<file path="config.mk">
export PLATFORM = sky130hd
export DESIGN_NAME = mem_wb_stage
export DESIGN_NICKNAME = d
export VERILOG_FILES = /design/src/rtl/mem_wb_stage.sv
export SDC_FILE = /design/constraint.sdc
export NUM_CORES = 1
export LEC_CHECK = 0
export BUFFER_PORTS_ARGS = -buffer_cell sky130_fd_sc_hd__buf_2
export CAP_MARGIN = 20
export CELL_PAD_IN_SITES_DETAIL_PLACEMENT = 1
export CELL_PAD_IN_SITES_GLOBAL_PLACEMENT = 2
export CORE_MARGIN = 2
export CORE_UTILIZATION = 27
export DETAILED_ROUTE_END_ITERATION = 8
export GPL_TIMING_DRIVEN = 0
export PLACE_DENSITY = 0.74
export REMOVE_ABC_BUFFERS = 1
export SLEW_MARGIN = 40
export SYNTH_ARGS = -nofsm -noshare
export SYNTH_HDL_FRONTEND = slang
export SYNTH_SLANG_ARGS = --single-unit
</file>
<file path="constraint.sdc">
create_clock -name clk -period 6.7 [get_ports clk]
set_input_delay 0.67 -clock clk [delete_from_list [all_inputs] [get_ports clk]]
set_output_delay 0.67 -clock clk [all_outputs]
set_load 0.02 [all_outputs]
</file>
<file path="src/rtl/mem_wb_stage.sv">
// MEM/WB pipeline register: selects and extends load data or ALU result,
// suppresses misaligned loads and counts retired instructions.
module mem_wb_stage #(
   parameter int DATA_W = 32,
   parameter int CNT_W  = 32
) (
   input  logic              clk,
   input  logic              rst,
   input  logic              stall_i,
   input  logic              flush_i,
   input  logic              mem_valid_i,
   input  logic              mem_writeEnable_i,
   input  logic [4:0]        mem_writeAddr_i,
   input  logic [DATA_W-1:0] mem_aluResult_i,
   input  logic [2:0]        mem_loadOp_i,
   input  logic [DATA_W-1:0] mem_loadData_i,
   output logic              writeEnable_o,
   output logic [4:0]        writeAddr_o,
   output logic [DATA_W-1:0] writeData_o,
   output logic              loadError_o,
   output logic [DATA_W-1:0] badAddr_o,
   output logic [CNT_W-1:0]  retired_o
);

   localparam logic [2:0] LD_B  = 3'b001;
   localparam logic [2:0] LD_BU = 3'b010;
   localparam logic [2:0] LD_H  = 3'b011;
   localparam logic [2:0] LD_HU = 3'b100;
   localparam logic [2:0] LD_W  = 3'b101;

   logic [1:0]        lane;
   logic              op_b;
   logic              op_h;
   logic              op_w;
   logic              sgn;
   logic [7:0]        ld_byte;
   logic [15:0]       ld_half;
   logic              misaligned;
   logic [DATA_W-1:0] result;
   logic              advance;

   assign lane    = mem_aluResult_i[1:0];
   assign advance = ~flush_i & ~stall_i;

   // Classify the load op; 110/111 fall through to "no load".
   always_comb begin
      op_b = (mem_loadOp_i == LD_B) | (mem_loadOp_i == LD_BU);
      op_h = (mem_loadOp_i == LD_H) | (mem_loadOp_i == LD_HU);
      op_w = (mem_loadOp_i == LD_W);
      sgn  = (mem_loadOp_i == LD_B) | (mem_loadOp_i == LD_H);
   end

   // Little-endian byte and halfword lane extraction.
   always_comb begin
      ld_byte = mem_loadData_i[7:0];
      unique case (lane)
         2'd0: ld_byte = mem_loadData_i[7:0];
         2'd1: ld_byte = mem_loadData_i[15:8];
         2'd2: ld_byte = mem_loadData_i[23:16];
         2'd3: ld_byte = mem_loadData_i[31:24];
         default: ld_byte = mem_loadData_i[7:0];
      endcase
      ld_half = lane[1] ? mem_loadData_i[31:16]
                        : mem_loadData_i[15:0];
   end

   // Halfwords need even addresses, words need 4-byte alignment.
   always_comb begin
      misaligned = (op_h & lane[0]) | (op_w & (lane != 2'b00));
   end

   // Writeback value mux with sign/zero extension.
   always_comb begin
      result = mem_aluResult_i;
      unique case (1'b1)
         op_b: result = {{(DATA_W-8){sgn & ld_byte[7]}}, ld_byte};
         op_h: result = {{(DATA_W-16){sgn & ld_half[15]}}, ld_half};
         op_w: result = mem_loadData_i;
         default: result = mem_aluResult_i;
      endcase
   end

   // Regfile write port registers; flush loads a bubble, stall holds.
   always_ff @(posedge clk or posedge rst) begin
      if (rst) begin
         writeEnable_o <= 1'b0;
         writeAddr_o   <= '0;
         writeData_o   <= '0;
      end else if (flush_i) begin
         writeEnable_o <= 1'b0;
         writeAddr_o   <= '0;
         writeData_o   <= '0;
      end else if (!stall_i) begin
         writeEnable_o <= mem_valid_i & mem_writeEnable_i & ~misaligned;
         writeAddr_o   <= mem_writeAddr_i;
         writeData_o   <= result;
      end
   end

   // Misaligned-load pulse; cleared on stall so it never repeats.
   always_ff @(posedge clk or posedge rst) begin
      if (rst) begin
         loadError_o <= 1'b0;
      end else if (advance) begin
         loadError_o <= mem_valid_i & misaligned;
      end else begin
         loadError_o <= 1'b0;
      end
   end

   // Capture the address of the most recent suppressed load.
   always_ff @(posedge clk or posedge rst) begin
      if (rst) begin
         badAddr_o <= '0;
      end else if (advance && mem_valid_i && misaligned) begin
         badAddr_o <= mem_aluResult_i;
      end
   end

   // Retired counter: every valid instruction entering WB, wrapping.
   always_ff @(posedge clk or posedge rst) begin
      if (rst) begin
         retired_o <= '0;
      end else if (advance && mem_valid_i) begin
         retired_o <= retired_o + CNT_W'(1);
      end
   end

endmodule

</file>
==> key figures <==
Die
  – Core Area: 19500 um2
  – Die X: 145 um
  – Die height: 145 um
  – Die area: 21100 um2
  – Io pins: 181
  – Initial Utilization: 27.6%
  – # rows: 51

Worst setup path
  – Startpoint types: input port
  – Crit end category: register
  – Delay-heaviest family, CP: compound AO/OA/AOI/OAI gates
  – Max Fanout on Critical Path: 24
  – CP Data Arrival Time: 2.81 ns
  – CP Buf/Inv Count: 1
  – Required @ worst endpoint: 6.94 ns
  – Slowest-stage cell, CP: mux4_2
  – Cell depth of the worst flop-to-flop path: 4
  – Levels on crit path: 5
  – Critical path cell sequence: buf_2 > mux4_2 > o21ai_4 > o211ai_1 > a22o_1
  – Max incr delay on CP: 0.62 ns
  – Crit path kind: in2reg

Yosys
  – Synth cell count leaders: dfrtp_1 (103), nand2_1 (50), mux2_2 (37)
  – Async set-reset flop share out of synthesis: 100%
  – Seq cells post-synth: 103
  – Netlist cell types: 54
  – Sequential share of the synthesized area: 47.8%
  – Synth top area share: 47.8%
  – Syn_area_per_cell: 10.8 um2
  – Syn. warnings: 0
  – Mapped Cells: 499
  – Synthesized cell area: 5390 um2
  – Post-synth EDFFs: 0
  – Synth area leaders: dfrtp_1 (48%), mux2_2 (7.7%), nand2_1 (3.5%)
  – Top FF cell, synth: dfrtp_1
  – Top-count cell post-synth: dfrtp_1
  – Synth area leader: dfrtp_1

Power and ir drop
  – Power Density: 249 nW/um2
  – P_int: 1.15 mW
  – Reg power frac: 43.8%
  – Worst vdd ir: 0.000115 V
  – Switching part of the total: 33.6%
  – Clock Power Share: 30.4%
  – Net Sw Power: 0.580 mW
  – LEAKAGE: 3.35 nW
  – Combinational power share: 25.8%

Global routing
  – First-pass GRT wire length: 29200 um
  – GRT Util Overall: 17.5%
  – Initial antenna violation count: 5
  – GR Overflow Total: 0
  – Largest net degree at the start of global routing: 59
  – Number of global-route vias before repair: 5046

Timing
  – Fmax: 0.390 GHz
  – Final-report hold violation count: 0
  – Period utilization: 38.3%
  – Final hold slack: 0.298 ns
  – Max-slew violation count: 0
  – Setup TNS: 0 ns
  – Max_slew headroom: 47.5%
  – Skew final: 0.00869 ns
  – Final setup fails: 0
  – Min Clock Period, post-route: 2.57 ns
  – Unrepaired setup endpoints after global routing: false
  – Worst Max-Slew Pin Slew: 0.788 ns

Layout
  – Final non-filler cell area: 6940 um2
  – Final std cells w/o fill: 937
  – Layout cells sized above 1: 39.4%
  – Nets@finish: 741
  – Area Overhead vs Synth: 28.7%

Clocking
  – Num CTS Buffers: 9
  – # clock sinks: 103
  – Root Buffer: clkbuf_16
  – H-tree Lvls: 3
  – Postcts setup bufs: 0
  – Clock buffer depth: 2
  – Worst-Skew Late Latency: 0.36 ns
  – CTS tree: yes
  – Hold-fix buffers at CTS: 0
  – CTS clk-pin slew, worst paths: 0.07 ns
  – Post_cts resized: 0

Placement
  – Placed instance count: 916
  – GPL Wtd Cong: 0.816
  – Hpwl dp: 13500 um
  – Placed inst area: 6640 um2
  – Buffers on Ports: 180

Routing
  – DR vias: 4549
  – TritonRoute pass-1 iters: 4
  – Wire per inst: 19.2 um
  – Vias per cell: 4.85
  – ANT nets after route: 0
  – DRC violations left: 0
  – Initial DRC Count: 226
  – WL final: 18000 um

Min path
  – Worst Hold Class: in2async

Run
  – Max-cap violation count: 0

Run status
  – Status: completed
## worst register-to-register path, cell delays in order (launching register included)
cell	delay, ns
dfrtp_1	0.47
nand4_1	0.20
or3_1	0.72
nor4_1	0.50
xor2_1	0.19
## through the flow
stage	worst slack, ns	util [%]	power, mW
after floorplan	3.33	-	1.02
after global placement	1.96	33.0	1.19
after detailed placement	3.80	34.0	1.22
after CTS	4.17	35.5	1.76
after global routing	4.07	35.6	1.82
final	4.13	35.6	1.73
## worst paths after layout
kind | slack [ns] | endpoint | from
max reg2reg | 4.55 | retired_o[25]$_DFFE_PP0P_ | retired_o[5]$_DFFE_PP0P_
max in group asynchronous | 5.79 | writeData_o[0]$_DFFE_PP0P_ | rst
max | 4.13 | writeData_o[25]$_DFFE_PP0P_ | mem_aluResult_i[1]
min reg2reg | 0.48 | writeData_o[14]$_DFFE_PP0P_ | writeData_o[14]$_DFFE_PP0P_
min in group clk | 0.48 | writeData_o[14]$_DFFE_PP0P_ | writeData_o[14]$_DFFE_PP0P_
min | 0.30 | badAddr_o[27]$_DFFE_PP0P_ | rst
## per-layer routing
metal  global-route usage (%)  share of wire, %  vias up  routed length, um
met5                        0                 0        -                  0
li1                         -                 -     2137                  -
met1                     23.1                46     2298               8260
met4                     5.98               1.8        0                333
met3                     3.45               3.8       17                688
met2                     28.6                49       97               8750
## final cells by class
type                    instances  area (um2)
fillers                      2281       12600
multi-input cells             337        2600
flip-flops and latches        103        2580
repair buffers                186        1030
well taps                     265         332
clock buffers                  10         239
inverters                      25         101
clock inverters                 6        53.8
diodes                          5        12.5
## registers in the layout, indices dropped and copies added, names as in the netlist
| signal | flops |
|---|---|
| loadError_o | 1 |
| badAddr_o | 32 |
| writeAddr_o | 5 |
| retired_o | 32 |
| writeEnable_o | 1 |
| writeData_o | 32 |
## cells by family after synthesis
| kind of cell | share of synthesized area (%) |
|---|---|
| flip-flops | 47.8 |
| adder cells (fa/ha/maj) | 0.232 |
| buffers and inverters | 5.20 |
| multiplexers | 12.0 |
| XOR/XNOR | 5.36 |
| AO/OA/AOI/OAI | 16.2 |
| AND/OR/NAND/NOR | 13.2 |
## power by group through the flow
stage	Combinational (mW)	Sequential [mW]	Clock (mW)
6_report	0.445	0.757	0.525
5_1_grt	0.482	0.771	0.572
4_1_cts	0.453	0.757	0.550
3_5_place_dp	0.451	0.769	0
3_3_place_gp	0.430	0.763	0
2_1_floorplan	0.152	0.868	0
## placed cells by master, fill, tap and decap left out, drive strengths merged, types with 10 or more instances in the layout
master / synthesis / routed
buf: 18 / 186
dfrtp: 103 / 103
nand2: 50 / 50
mux2: 37 / 37
o21ai: 37 / 37
inv: 24 / 26
xor2: 20 / 20
nor2: 18 / 18
a21oi: 14 / 14
xnor2: 13 / 13
o31ai: 13 / 13
nand3: 10 / 10
clkbuf: 16 / 10
(Power assumes the default switching activity.)
